===== src/rtl/uart_pkg.sv =====
// Shared UART types and sizing helpers.
// Used by both the receiver and the transmitter.
package uart_pkg;

  // PARITY is always present so the state encoding does not
  // depend on whether the parity build option is enabled.
  typedef enum logic [2:0] {
    IDLE,
    START,
    DATA,
    PARITY,
    STOP,
    WAIT_HIGH
  } uart_rx_state_t;

  // Bits needed to hold values 0..max_value (at least 1).
  function automatic int cnt_width(input int max_value);
    return (max_value < 2) ? 1 : $clog2(max_value + 1);
  endfunction

endpackage


===== src/rtl/sync_2ff.sv =====
// 1-bit two-flop synchronizer for asynchronous inputs.
// RESET_VALUE sets the value both flops take during reset.
module sync_2ff #(
  parameter logic RESET_VALUE = 1'b1
) (
  input  logic clock,
  input  logic reset_n,
  input  logic d,
  output logic q
);

  logic meta_q;
  logic sync_q;

  // Two flops in series resolve metastability on d.
  always_ff @(posedge clock or negedge reset_n) begin
    if (!reset_n) begin
      meta_q <= RESET_VALUE;
      sync_q <= RESET_VALUE;
    end else begin
      meta_q <= d;
      sync_q <= meta_q;
    end
  end

  assign q = sync_q;

endmodule


===== src/rtl/uart_rx.sv =====
// UART receiver: mid-bit sampling, LSB first, 1-entry output.
// Build option UART_RX_PARITY_EN adds an even-parity bit check.
module uart_rx
  import uart_pkg::*;
#(
  parameter int NUMBER_OF_BITS = 8,
  parameter int BAUD_DIVIDER   = 4
) (
  input  logic                      clock,
  input  logic                      reset_n,
  input  logic                      rx,
  output logic [NUMBER_OF_BITS-1:0] data,
  output logic                      valid,
  input  logic                      ready,
  output logic                      framing_error,
`ifdef UART_RX_PARITY_EN
  output logic                      overrun,
  output logic                      parity_error
`else
  output logic                      overrun
`endif
);

  localparam int RW = cnt_width(BAUD_DIVIDER - 1);
  localparam int BW = cnt_width(NUMBER_OF_BITS - 1);

  localparam logic [RW-1:0] RATE_HALF =
    RW'(BAUD_DIVIDER / 2 - 1);
  localparam logic [RW-1:0] RATE_FULL =
    RW'(BAUD_DIVIDER - 1);
  localparam logic [BW-1:0] BIT_LAST =
    BW'(NUMBER_OF_BITS - 1);

  logic rx_s;

  uart_rx_state_t state_q, state_d;
  logic [RW-1:0]  rate_q, rate_d;
  logic [BW-1:0]  bit_q, bit_d;

  logic [NUMBER_OF_BITS-1:0] shift_q, shift_d;
  logic [NUMBER_OF_BITS-1:0] data_q, data_d;

  logic valid_q, valid_d;
  logic fe_q, fe_d;
  logic ov_q, ov_d;
  logic deliver;

`ifdef UART_RX_PARITY_EN
  logic par_bad_q, par_bad_d;
  logic pe_q, pe_d;
`endif

  sync_2ff #(
    .RESET_VALUE(1'b1)
  ) u_sync (
    .clock  (clock),
    .reset_n(reset_n),
    .d      (rx),
    .q      (rx_s)
  );

  // Frame FSM: start detect, mid-bit sampling, stop check.
  always_comb begin
    state_d = state_q;
    rate_d  = rate_q;
    bit_d   = bit_q;
    shift_d = shift_q;
    deliver = 1'b0;
    fe_d    = 1'b0;
`ifdef UART_RX_PARITY_EN
    par_bad_d = par_bad_q;
    pe_d      = 1'b0;
`endif
    unique case (state_q)
      IDLE: begin
        if (!rx_s) begin
          rate_d  = RATE_HALF;
          state_d = START;
        end
      end
      START: begin
        if (rate_q != '0) begin
          rate_d = rate_q - RW'(1);
        end else if (rx_s) begin
          state_d = IDLE;
        end else begin
          rate_d  = RATE_FULL;
          bit_d   = BIT_LAST;
          state_d = DATA;
        end
      end
      DATA: begin
        if (rate_q != '0) begin
          rate_d = rate_q - RW'(1);
        end else begin
          shift_d = shift_q >> 1;
          shift_d[NUMBER_OF_BITS-1] = rx_s;
          rate_d = RATE_FULL;
          if (bit_q == '0) begin
`ifdef UART_RX_PARITY_EN
            state_d = PARITY;
`else
            state_d = STOP;
`endif
          end else begin
            bit_d = bit_q - BW'(1);
          end
        end
      end
      PARITY: begin
`ifdef UART_RX_PARITY_EN
        if (rate_q != '0) begin
          rate_d = rate_q - RW'(1);
        end else begin
          par_bad_d = (^shift_q) ^ rx_s;
          pe_d      = (^shift_q) ^ rx_s;
          rate_d    = RATE_FULL;
          state_d   = STOP;
        end
`else
        state_d = IDLE;
`endif
      end
      STOP: begin
        if (rate_q != '0) begin
          rate_d = rate_q - RW'(1);
        end else if (rx_s) begin
`ifdef UART_RX_PARITY_EN
          deliver = !par_bad_q;
`else
          deliver = 1'b1;
`endif
          state_d = IDLE;
        end else begin
          fe_d    = 1'b1;
          state_d = WAIT_HIGH;
        end
      end
      WAIT_HIGH: begin
        if (rx_s) begin
          state_d = IDLE;
        end
      end
      default: begin
        state_d = IDLE;
      end
    endcase
  end

  // Output register: accept, replace on handshake, or overrun.
  always_comb begin
    data_d  = data_q;
    valid_d = valid_q;
    ov_d    = 1'b0;
    if (valid_q && ready) begin
      valid_d = 1'b0;
    end
    if (deliver) begin
      if (!valid_q || ready) begin
        data_d  = shift_q;
        valid_d = 1'b1;
      end else begin
        ov_d = 1'b1;
      end
    end
  end

  // State and datapath registers.
  always_ff @(posedge clock or negedge reset_n) begin
    if (!reset_n) begin
      state_q <= IDLE;
      rate_q  <= '0;
      bit_q   <= '0;
      shift_q <= '0;
      data_q  <= '0;
      valid_q <= 1'b0;
      fe_q    <= 1'b0;
      ov_q    <= 1'b0;
    end else begin
      state_q <= state_d;
      rate_q  <= rate_d;
      bit_q   <= bit_d;
      shift_q <= shift_d;
      data_q  <= data_d;
      valid_q <= valid_d;
      fe_q    <= fe_d;
      ov_q    <= ov_d;
    end
  end

`ifdef UART_RX_PARITY_EN
  // Parity result held until the stop bit decides delivery.
  always_ff @(posedge clock or negedge reset_n) begin
    if (!reset_n) begin
      par_bad_q <= 1'b0;
      pe_q      <= 1'b0;
    end else begin
      par_bad_q <= par_bad_d;
      pe_q      <= pe_d;
    end
  end

  assign parity_error = pe_q;
`endif

  assign data          = data_q;
  assign valid         = valid_q;
  assign framing_error = fe_q;
  assign overrun       = ov_q;

endmodule


===== config.mk =====
export PLATFORM = sky130hd
export DESIGN_NAME = uart_rx
export DESIGN_NICKNAME = d
export VERILOG_FILES = /design/src/rtl/uart_pkg.sv /design/src/rtl/sync_2ff.sv /design/src/rtl/uart_rx.sv
export SDC_FILE = /design/constraint.sdc
export NUM_CORES = 1
export LEC_CHECK = 0
export ABC_CLOCK_PERIOD_IN_PS = 1700
export BUFFER_PORTS_ARGS = -buffer_cell sky130_fd_sc_hd__buf_2
export CAP_MARGIN = 25
export CORE_MARGIN = 4
export CORE_UTILIZATION = 56
export CTS_CLUSTER_SIZE = 30
export DETAILED_ROUTE_END_ITERATION = 10
export PLACE_DENSITY = 0.75
export SLEW_MARGIN = 20
export SYNTH_ARGS = -nofsm -noshare
export SYNTH_HDL_FRONTEND = slang
export SYNTH_SLANG_ARGS = --single-unit
export TNS_END_PERCENT = 1

===== constraint.sdc =====
create_clock -name clock -period 1.7 [get_ports clock]
set_input_delay 0.34 -clock clock [delete_from_list [all_inputs] [get_ports clock]]
set_output_delay 0.34 -clock clock [all_outputs]
set_load 0.1 [all_outputs]

---- After elaboration in Yosys (flattened, before gate mapping) ----
Cells that the tools add are included.
operators by class
  $add $sub $neg .......................... 2
  eq/ne operators ......................... 14
  mux-type cells .......................... 31
  bitwise logic cells ..................... 1
  reduce and logical (&&, ||, !) cells .... 13
operators with widths
  cell                 count
  $mux 3               11
  $ne 2x2->1 const B   8
  $pmux 3 s5           1
  $mux 2               6
  $mux 1               11
  $pmux 2 s4           1
  $eq 3x3->1 const B   2
  $logic_not 3->1      2
  $pmux 3 s2           1
  $reduce_and 6->1     1
  $reduce_and 5->1     1
  $reduce_and 2->1     2
  $reduce_and 4->1     1
  $reduce_bool 2->1    2
  $reduce_bool 4->1    1
  $eq 3x1->1 const B   1
  $eq 3x2->1 const B   1
  $ne 3x3->1 const B   1
  $sub 3x1->3 const B  1
  $ne 2x1->1 const B   1
  $sub 2x1->2 const B  1
  $logic_and 1x1->1    1
  $logic_not 1->1      1
  $logic_or 1x1->1     1
  $not 1->1            1
word-level totals
  flip-flop bits (word level) ............. 29

---- Logic depth before layout (Yosys ltp) ----
Gate-level depths: netlist of the first run.
  depth in word-level cells ............... 4
  depth in mapped cells ................... 7
  mapped depth without buffers ............ 6

---- Hierarchy ----
A second synthesis of the first run with hierarchy kept.
unflattened totals
  cell total of the unflattened synthesis .. 103
  area, all modules ....................... 1386.3 µm²
modules (own cells, without submodules)
  module    instances  cells an instance  area each (µm²)  seq. area each (µm²)
  uart_rx   1          101                1333.8           675.6
  sync_2ff  1          2                  52.6             52.6

---- Worst setup path after synthesis of the first run ----
Ideal clock, no wire load.
  path kind ............................... flip-flop to flip-flop
  start ................................... register valid_q (netlist: valid)
  end ..................................... register data_q[0] (netlist: data[0])
  library setup time ...................... 0.126 ns
  arrival ................................. 1.681 ns
  required time ........................... 1.574 ns
  setup slack ............................. -0.106 ns
  stages on the path, launching flop included .. 4
  buffers on the path ..................... 0
  clock period less this slack ............ 1.806 ns
  cells stage by stage .................... dfrtp_1 -> nand2b_1 -> nand3_4 -> mux2_2
between the ends
  cells in the longest elaborated chain, start to end .. 3
RTL lines
  item                               RTL line        RTL
  start, declared                    uart_rx.sv:43   logic valid_q, valid_d;
  start signal, assigned             uart_rx.sv:185  valid_q <= valid_d;
  $logic_not 1->1                    uart_rx.sv:159  if (!valid_q || ready) begin
  $logic_or 1x1->1                   uart_rx.sv:159
  $reduce_and 2->1 (no source line)  n/a
  end signal, assigned               uart_rx.sv:184  data_q <= data_d;
  end, declared                      uart_rx.sv:41   logic [NUMBER_OF_BITS-1:0] data_q, data_d;
Every way passes these cells.
A chain may end at the register's enable or synchronous reset.

---- Worst setup path in the final report of the first run ----
  start ................................... register rate_q[0]
  end ..................................... register data_q[3] (netlist: data[3])
between the ends
  cells in the longest elaborated chain, start to end .. 4
RTL lines
  item                               RTL line        RTL
  start, declared                    uart_rx.sv:37   logic [RW-1:0] rate_q, rate_d;
  start signal, assigned             uart_rx.sv:181  rate_q <= rate_d;
  $reduce_bool 2->1                  uart_rx.sv:125  if (rate_q != '0) begin
  $mux 1                             uart_rx.sv:125
  $mux 1                             uart_rx.sv:74   unique case (state_q)
  $reduce_and 2->1 (no source line)  n/a
Every way passes these cells.

==> impl_metrics.csv, run 1 <==
group,metric,value,unit
clocking,clk_pin_slew,0.10,ns
finish,ff_latch_area,729,sq um
route,firstDrtPassIters,4,
timing,rsz0062_at_grt,"no",
finish,n_antenna_cell,0,
timing,max_freq,0.628,GHz
timing,fin_crit,1.59,ns
finish,drive_above_1_share,39.1,%
worst_setup_path,cp_data_arrival_time,1.80,ns
yosys,synth_top_area_cell,"dfrtp_1",
route,post-route-drc-count,0,
timing,whs,0.0220,ns
power_and_ir_drop,ir_drop,0.000926,V
clocking,cts.path.max_buffers,2,
power_and_ir_drop,leakage,0.768,nW
clocking,cts-root-buf,"clkbuf_4",
finish,final_cell_mix,"dfrtp_1 (26), mux2_2 (14), buf_2 (14)",
route,ant_nets,0,
die,die_x,56.5,microns
route,drt_iter0_markers,10,
yosys,ys_top_cells_by_area,"dfrtp_1 (51%), mux2_2 (12%), dfstp_2 (4.0%)",
clocking,clock-sinks,29,
finish,final_common_cell,"dfrtp_1",
yosys,avgSynthCellArea,12.5,sq um
route,wl,2.20,mm
die,rows,17,
worst_setup_path,crit_slowest_cell,"dfrtp_1",
power_and_ir_drop,total_power,0.00208,W
timing,hold_viol_final,0,
yosys,synth_top_flop_cell,"dfrtp_1",
timing,setup_viol,0,
die,io_pins,15,
yosys,netlist_area,1320,sq um
global_routing,grt_max_degree,30,
clocking,htreeDepth,2,
finish,areaGrowthSynthToFinish,15.2,%
global_routing,grt_pass1_vias,839,
placement,globalplace.congestion,0.860,
route,vias_per_cell,5.40,
yosys,synth_top_area_share,51.3,%
timing,fin_worst_skew,0.0162,ns
route,via_count,843,
finish,final_util,68.0,%
timing,timing.final.crit_share,93.7,%
worst_setup_path,worstPathCellList,"inv_1 -> ha_1 -> and4_4 -> nand3_4 -> mux2_4",
global_routing,antenna_found_initial,0,
yosys,ys.warnings.count,0,
die,coreArea,2230,sq um
worst_setup_path,cp_max_fo,8,
timing,max-slew-margin-rel,58.8,%
clocking,worst_skew_pair.late_latency,0.32,ns
die,start_util,59.0,%
yosys,syn_inst,105,
worst_setup_path,cp-end-kind,"flip-flop",
finish,nets,134,
route,wl_per_cell,14.1,microns
power_and_ir_drop,p_per_area,1370,nW/um^2
worst_setup_path,worstPathRequired,1.91,ns
yosys,synth_cell_type_count,32,
yosys,synth_nets,112,
placement,dpl.hpwl,1.57,mm
global_routing,grt.total_usage,15.4,%
worst_setup_path,max_stage_delay,0.38,ns
clocking,cts_tree,"built",
clocking,hold_buffers,0,
clocking,cts_buffers,5,
finish,nFillCells,168,
run,max_cap_viol_count,0,
global_routing,grt_pass1_wl,3.73,mm
yosys,synth_edf_count,0,
worst_setup_path,path_delay_family,"simple AND/OR/NAND/NOR gates",
die,die_y,56.5,microns
global_routing,grt_overflow_total,0,
timing,tightestPinTransition,0.618,ns
placement,portBuffers,14,
timing,setup-tns-final,0,ns
yosys,seq_area_frac_synth,55.3,%
min_path,hold_path_class,"input port to asynchronous set/reset pin",
run_status,status,"completed",
worst_setup_path,critPathBufInv,1,
worst_setup_path,startpoint_type,"flip-flop",
yosys,synth-seq-cells,29,
yosys,synthArstFlopShare,100,%
finish,multi_input_area,522,sq um
die,die_area,3190,sq um
worst_setup_path,worstSetupPathType,"flip-flop to flip-flop",
timing,slew_viol_final,0,
flip-flops by register name, summed over array words and instances (netlist names):
signal,cells
overrun,1
rate_q,2
valid,1
shift_q,8
data,8
u_sync.q,1
state_q,3
bit_q,3
u_sync.meta_q,1
framing_error,1
cells in the mapped netlist, drive strengths merged (3+ instances only):
master  count
ha          3
dfrtp      27
buf         5
a21oi       6
nor2b       3
o21ai       5
nand2b      4
mux2       16
nor2        7
inv         7
area by class of cell:
| cell class | count | share of cell area [%] |
|---|---|---|
| well taps | 28 | 2.31 |
| repair buffers | 20 | 7.58 |
| inverters | 7 | 2.06 |
| flip-flops and latches | 29 | 48.1 |
| clock inverters | 1 | 1.98 |
| multi-input cells | 64 | 34.4 |
| clock buffers | 7 | 3.63 |
cells by family (layout without fill, tap and decap cells):
group	after synthesis	in the layout	share of synthesized area [%]
AOI/OAI and AO/OA	23	23	11.6
and+or+nand+nor	21	21	10.2
DFF	29	29	55.3
adders and majority gates	3	3	2.85
buffers and inverters	12	35	5.13
muxes	17	17	15.0
repair_timing:
item | in CTS | in global routing
buffers inserted | 0 | 1
resized for setup | 0 | 0
endpoints found under the setup margin | 0 | 8
worst paths after layout:
check	from	endpoint	slack, ns	cells after the start
max	rate_q[0]$_DFFE_PN0P_	data[3]$_DFFE_PN0P_	0.11	5
min	reset_n	state_q[0]$_DFFE_PN0P_	0.02	1
max reg2reg	rate_q[0]$_DFFE_PN0P_	data[3]$_DFFE_PN0P_	0.11	5
min reg2reg	u_sync.meta_q$_DFF_PN1_	u_sync.q$_DFF_PN1_	0.36	0
max in group asynchronous	reset_n	valid$_DFF_PN0_	1.23	1
min in group clock	rx	u_sync.meta_q$_DFF_PN1_	0.13	1
per-stage QoR:
step                worst slack (ns)  cells  instance area [sq um]
finish                         0.107    156                   1520
global placement               0.101    147                   1430
detailed placement            0.0658    147                   1430
CTS                           0.0641    155                   1510
global route                 0.00369    156                   1520
floorplan                      0.198    105                   1320
routing by layer:
layer	vias to the layer above	track usage, %	share of wire, %
met2	15	25.1	49
met3	3	7.36	5.1
met5	-	0	0
li1	412	-	-
met4	0	4.07	0.68
met1	413	18.2	45
power breakdown:
part | switching, W | internal, W
logic | 0.000328 | 0.000284
registers | 0.0000898 | 0.000805
clock network | 0.000228 | 0.000351
Note: power is estimated with default switching activity, not from simulation.
==> run 2, diff against run 1 <==
- CORE_UTILIZATION: 56 -> 45
- PLACE_DENSITY: 0.75 -> 0.62
- SYNTH_HIERARCHICAL: default -> 1
==> impl_metrics.csv, run 2 <==
group,metric,value,unit
yosys,synth_nets,111,
yosys,synth_top_area_cell,"dfrtp_1",
worst_setup_path,crit_top_cell,"ha_2",
route,wl,2.25,mm
worst_setup_path,critPathBufInv,2,
timing,fin_crit,1.69,ns
worst_setup_path,worstSetupPathType,"flip-flop to flip-flop",
die,die_area,4030,sq um
finish,final_cell_mix,"dfrtp_1 (25), mux2_4 (19), buf_2 (14)",
timing,tightestPinTransition,0.613,ns
power_and_ir_drop,switching_share,28.5,%
placement,place_area,1470,sq um
worst_setup_path,cp_max_fo,3,
yosys,synthArstFlopShare,100,%
power_and_ir_drop,leakage,0.855,nW
global_routing,antenna_found_initial,0,
yosys,yosysMostFrequentCell,"dfrtp_1",
global_routing,grt.total_usage,12.1,%
global_routing,grt_max_degree,30,
clocking,htreeDepth,2,
yosys,synth_edf_count,0,
yosys,ys_top_cells_by_count,"dfrtp_1 (27), mux2_4 (16), inv_1 (7)",
route,firstDrtPassIters,3,
global_routing,grt_pass1_wl,3.73,mm
worst_setup_path,cp_data_arrival_time,1.91,ns
yosys,synth_cell_type_count,33,
timing,rsz0062_at_grt,"yes",
timing,timing.final.crit_share,99.6,%
run_status,status,"completed",
placement,dpl_worst_slack,0.0362,ns
die,die_y,63.5,microns
worst_setup_path,startpoint,"bit_q[0]$_DFFE_PN0P_",
placement,globalplace.congestion,0.802,
placement,dpl.hpwl,1.49,mm
power_and_ir_drop,p_switching,0.000636,W
route,drt_iter0_markers,21,
worst_setup_path,worstPathCellList,"inv_1 -> ha_2 -> ha_2 -> a2bb2oi_1 -> nor3_2 -> buf_4 -> mux2_4",
power_and_ir_drop,combPwrFrac,28.4,%
route,vias_per_cell,5.41,
finish,fin_area,1620,sq um
power_and_ir_drop,internal-power,0.00160,W
clocking,cts-root-buf,"clkbuf_4",
worst_setup_path,worstPathRequired,1.92,ns
global_routing,grt_pass1_vias,777,
die,die_x,63.5,microns
die,start_util,48.6,%
finish,drive_above_1_share,47.6,%
yosys,seq_area_frac_synth,52.5,%
timing,slew_viol_final,0,
power_and_ir_drop,p_per_area,1380,nW/um^2
die,rows,19,
timing,worst_slack,0.00758,ns
clocking,clock-sinks,29,
power_and_ir_drop,ir_drop,0.000774,V
clocking,cts_tree,"built",
run,max_cap_viol_count,0,
yosys,netlist_area,1390,sq um
global_routing,grt_overflow_total,0,
worst_setup_path,path_delay_family,"flip-flops",
timing,whs,0.0133,ns
yosys,syn_inst,103,
worst_setup_path,max_stage_delay,0.38,ns
worst_setup_path,crit_slowest_cell,"dfrtp_1",
clocking,cts.path.max_buffers,2,
yosys,ys.warnings.count,6,
finish,nFillCells,244,
finish,areaGrowthSynthToFinish,16.5,%
route,wl_per_cell,14.3,microns
clocking,cts_buffers,5,
power_and_ir_drop,clkPwrFrac,31.6,%
route,post-route-drc-count,0,
timing,fin_worst_skew,0.00852,ns
yosys,synth-seq-cells,29,
yosys,synth_top_flop_cell,"dfrtp_1",
yosys,ys_top_cells_by_area,"dfrtp_1 (49%), mux2_4 (17%), dfstp_2 (3.8%)",
yosys,avgSynthCellArea,13.5,sq um
finish,final_common_cell,"dfrtp_1",
finish,n_antenna_cell,0,
die,coreArea,2850,sq um
worst_setup_path,cp-end-kind,"flip-flop",
finish,ff_latch_area,731,sq um
placement,portBuffers,14,
clocking,hold_buffers,0,
route,via_count,849,
worst_setup_path,startpoint_type,"flip-flop",
worst_setup_path,worstReg2RegStart,"bit_q[0]$_DFFE_PN0P_",
timing,hold_viol_final,0,
power_and_ir_drop,sequentialPowerShare,39.9,%
clocking,worst_skew_pair.late_latency,0.33,ns
timing,setup_viol,0,
clocking,clk_pin_slew,0.10,ns
yosys,synth_top_area_share,48.7,%
timing,max-slew-margin-rel,59.1,%
die,io_pins,15,
finish,nets,133,
finish,multi_input_area,602,sq um
timing,max_freq,0.591,GHz
min_path,hold_path_class,"input port to asynchronous set/reset pin",
route,ant_nets,0,
==> run 2: changes by cell type after synthesis, sizes merged, moves of 2 or more <==
cell,change
a21oi,-3
mux2,+3
nand2,+3
nand2b,+2
nand3,-2
nor2,-2
nor3,+3
nor3b,-2
o21a,-2
o21ai,-4
==> run 2: power groups by stage <==
| stage | logic (W) | clock network (W) | registers, W |
|---|---|---|---|
| floorplan | 0.000454 | 0 | 0.000874 |
| global placement | 0.000548 | 0 | 0.000889 |
| detailed placement | 0.000564 | 0 | 0.000899 |
| CTS | 0.000566 | 0.000727 | 0.000886 |
| global route | 0.000707 | 0.000764 | 0.000906 |
| finish | 0.000636 | 0.000706 | 0.000892 |
==> run 2: area by class of cell <==
type                            count  area share [%]
Multi-Input combinational cell     62            37.3
Sequential cell                    29            45.2
Inverter                            7            1.63
Clock inverter                      3            4.03
Timing Repair Buffer               20            7.13
Tap cell                           31            2.40
Clock buffer                        5            2.32
==> run 2: stage by stage <==
step                      util [%]  TNS (ns)  std cells  power, W
after floorplan                  -         0        103   0.00133
after global placement        51.6         0        146   0.00144
after detailed placement      51.6         0        146   0.00146
after CTS                     55.2         0        154   0.00218
after global routing          56.6    -0.128        157   0.00238
final                         56.6         0        157   0.00223
==> run 2: layer usage <==
layer	global-route usage, %	vias to the layer above	part of all wire, %
met2	17.1	17	44
met3	5.15	8	5.0
li1	-	405	-
met1	15.7	419	48
met4	5.66	0	3.0
met5	0	-	0
==> run 2: logic make-up after synthesis <==
logic type / count (synthesis) / share of synthesized area (%)
and+or+nand+nor: 24 / 10.7
buffers and inverters: 12 / 5.23
DFF: 29 / 52.5
muxes: 21 / 21.2
AOI/OAI and AO/OA: 13 / 6.68
adders and majority gates: 4 / 3.61
==> run 2: path summary, 6_finish.rpt <==
check                      slack [ns]                      end  depth (start not counted)
max in group asynchronous        1.25          valid$_DFF_PN0_                          1
setup / recovery                0.008     bit_q[0]$_DFFE_PN0P_                          7
min in group clock               0.11  u_sync/meta_q$_DFF_PN1_                          1
hold reg to reg                  0.36       u_sync/q$_DFF_PN1_                          0
hold / removal                   0.01      data[0]$_DFFE_PN0P_                          1
setup reg to reg                0.008     bit_q[0]$_DFFE_PN0P_                          7
==> run 2: timing repair <==
action | in CTS | in global routing
setup buffers | 0 | 3
endpoints found under the setup margin | 0 | 10
gates resized for setup | 0 | 6
==> run 3, diff against run 2 <==
- CORE_ASPECT_RATIO: default -> 2
==> impl_metrics.csv, run 3 (same netlist as run 2, synthesis figures left out) <==
group,metric,value,unit
finish,n_antenna_cell,0,
route,ant_nets,0,
timing,slew_viol_final,0,
global_routing,grt_pass1_vias,922,
timing,whs,0.0785,ns
timing,setup-tns-final,0,ns
placement,portBuffers,14,
finish,final_common_cell,"dfrtp_1",
die,die_x,47.2,microns
clocking,htreeDepth,2,
finish,areaGrowthSynthToFinish,16.1,%
timing,rsz0062_at_grt,"no",
clocking,cts.path.max_buffers,2,
power_and_ir_drop,leakage,0.854,nW
timing,tightestPinTransition,0.640,ns
clocking,clk_pin_slew,0.06,ns
worst_setup_path,worst-r2r-setup-slack,0.09,ns
route,drt_iter0_markers,20,
run,max_cap_viol_count,0,
finish,nets,134,
die,die_y,86.5,microns
finish,final_cell_mix,"dfrtp_1 (26), mux2_4 (17), buf_2 (14)",
timing,max-slew-margin-rel,57.4,%
route,wl_per_cell,15.3,microns
timing,fin_worst_skew,0.00394,ns
global_routing,grt_max_degree,30,
worst_setup_path,worstPathCellList,"inv_1 -> ha_1 -> ha_2 -> a2bb2oi_1 -> nor3_2 -> buf_4 -> mux2_1",
min_path,hold_path_class,"input port to asynchronous set/reset pin",
route,vias_per_cell,5.61,
worst_setup_path,worstSetupPathType,"flip-flop to flip-flop",
finish,fin_area,1610,sq um
clocking,worst_skew_pair.late_latency,0.28,ns
power_and_ir_drop,p_per_area,1330,nW/um^2
worst_setup_path,crit_slowest_cell,"dfrtp_1",
timing,fin_crit,1.61,ns
worst_setup_path,max_stage_delay,0.38,ns
route,firstDrtPassIters,4,
route,post-route-drc-count,0,
die,coreArea,2980,sq um
die,start_util,46.6,%
clocking,cts-root-buf,"clkbuf_8",
placement,globalplace.congestion,0.884,
route,wl,2.41,mm
finish,final_util,54.0,%
clocking,cts_tree,"built",
global_routing,grt_overflow_total,0,
clocking,cts_buffers,5,
timing,hold_viol_final,0,
clocking,clock-sinks,29,
global_routing,grt.total_usage,13.6,%
route,via_count,881,
finish,drive_above_1_share,44.9,%
worst_setup_path,worstPathRequired,1.86,ns
global_routing,antenna_found_initial,0,
global_routing,grt_pass1_wl,3.88,mm
worst_setup_path,cp_max_fo,3,
timing,max_freq,0.621,GHz
timing,timing.final.crit_share,94.7,%
worst_setup_path,startpoint_type,"flip-flop",
die,io_pins,15,
die,die_area,4090,sq um
die,rows,28,
run_status,status,"completed",
power_and_ir_drop,ir_drop,0.000659,V
placement,place_area,1490,sq um
placement,dpl.hpwl,1.78,mm
clocking,hold_buffers,0,
worst_setup_path,cp-end-kind,"flip-flop",
worst_setup_path,cp_data_arrival_time,1.77,ns
timing,setup_viol,0,
run 3: report_power, final:
| group | leakage (nW) | internal (W) | switching (W) | total, W |
|---|---|---|---|---|
| registers | 0.373 | 0.000803 | 0.0000839 | 0.000887 |
| clock network | 0.0542 | 0.000365 | 0.000250 | 0.000614 |
| logic | 0.426 | 0.000335 | 0.000310 | 0.000645 |
run 3: layout make-up:
| class | count | area [sq um] |
|---|---|---|
| sequential | 29 | 729 |
| timing repair buffer | 21 | 123 |
| inverter | 7 | 26.3 |
| clock inverter | 1 | 5.00 |
| clock buffer | 7 | 96.3 |
| multi-input combinational | 62 | 592 |
| tap | 30 | 37.5 |
| fill | 256 | 1370 |
run 3: path summary, 6_finish.rpt:
check / startpoint / endpoint / cells after the start
max: bit_q[0]$_DFFE_PN0P_ / bit_q[0]$_DFFE_PN0P_ / 7
min in group clock: rx / u_sync/meta_q$_DFF_PN1_ / 1
min: reset_n / data[2]$_DFFE_PN0P_ / 1
min reg2reg: u_sync/meta_q$_DFF_PN1_ / u_sync/q$_DFF_PN1_ / 0
max in group asynchronous: reset_n / valid$_DFF_PN0_ / 1
max reg2reg: bit_q[0]$_DFFE_PN0P_ / bit_q[0]$_DFFE_PN0P_ / 7
run 3: what timing repair did:
action | CTS | global route
gates resized for setup | 2 | 0
endpoints found under the setup margin | 3 | 3
cloned | 0 | 0
pin swaps | 1 | 1
setup buffers | 2 | 0
run 3: stage by stage:
stage               setup slack (ns)  cells  total power, W
floorplan                      0.157    103         0.00133
global placement               0.124    147         0.00148
detailed placement          -0.00885    147         0.00151
CTS                           0.0110    157         0.00218
global route                 0.00209    157         0.00229
finish                        0.0903    157         0.00215
run 3: layer usage:
metal	vias up	track usage, %	routed length [microns]
met5	-	0	0
met4	0	10.8	119
met3	15	4.78	103
met2	22	23.6	1380
met1	442	11.2	805
li1	402	-	-
run 3: critical path, delay by kind of cell, from the launching register on:
family	cells	cell delay, ns
muxes	1	0.30
DFF	1	0.38
adders and majority gates	2	0.34
AOI/OAI and AO/OA	1	0.22
buffers and inverters	2	0.21
and+or+nand+nor	1	0.05
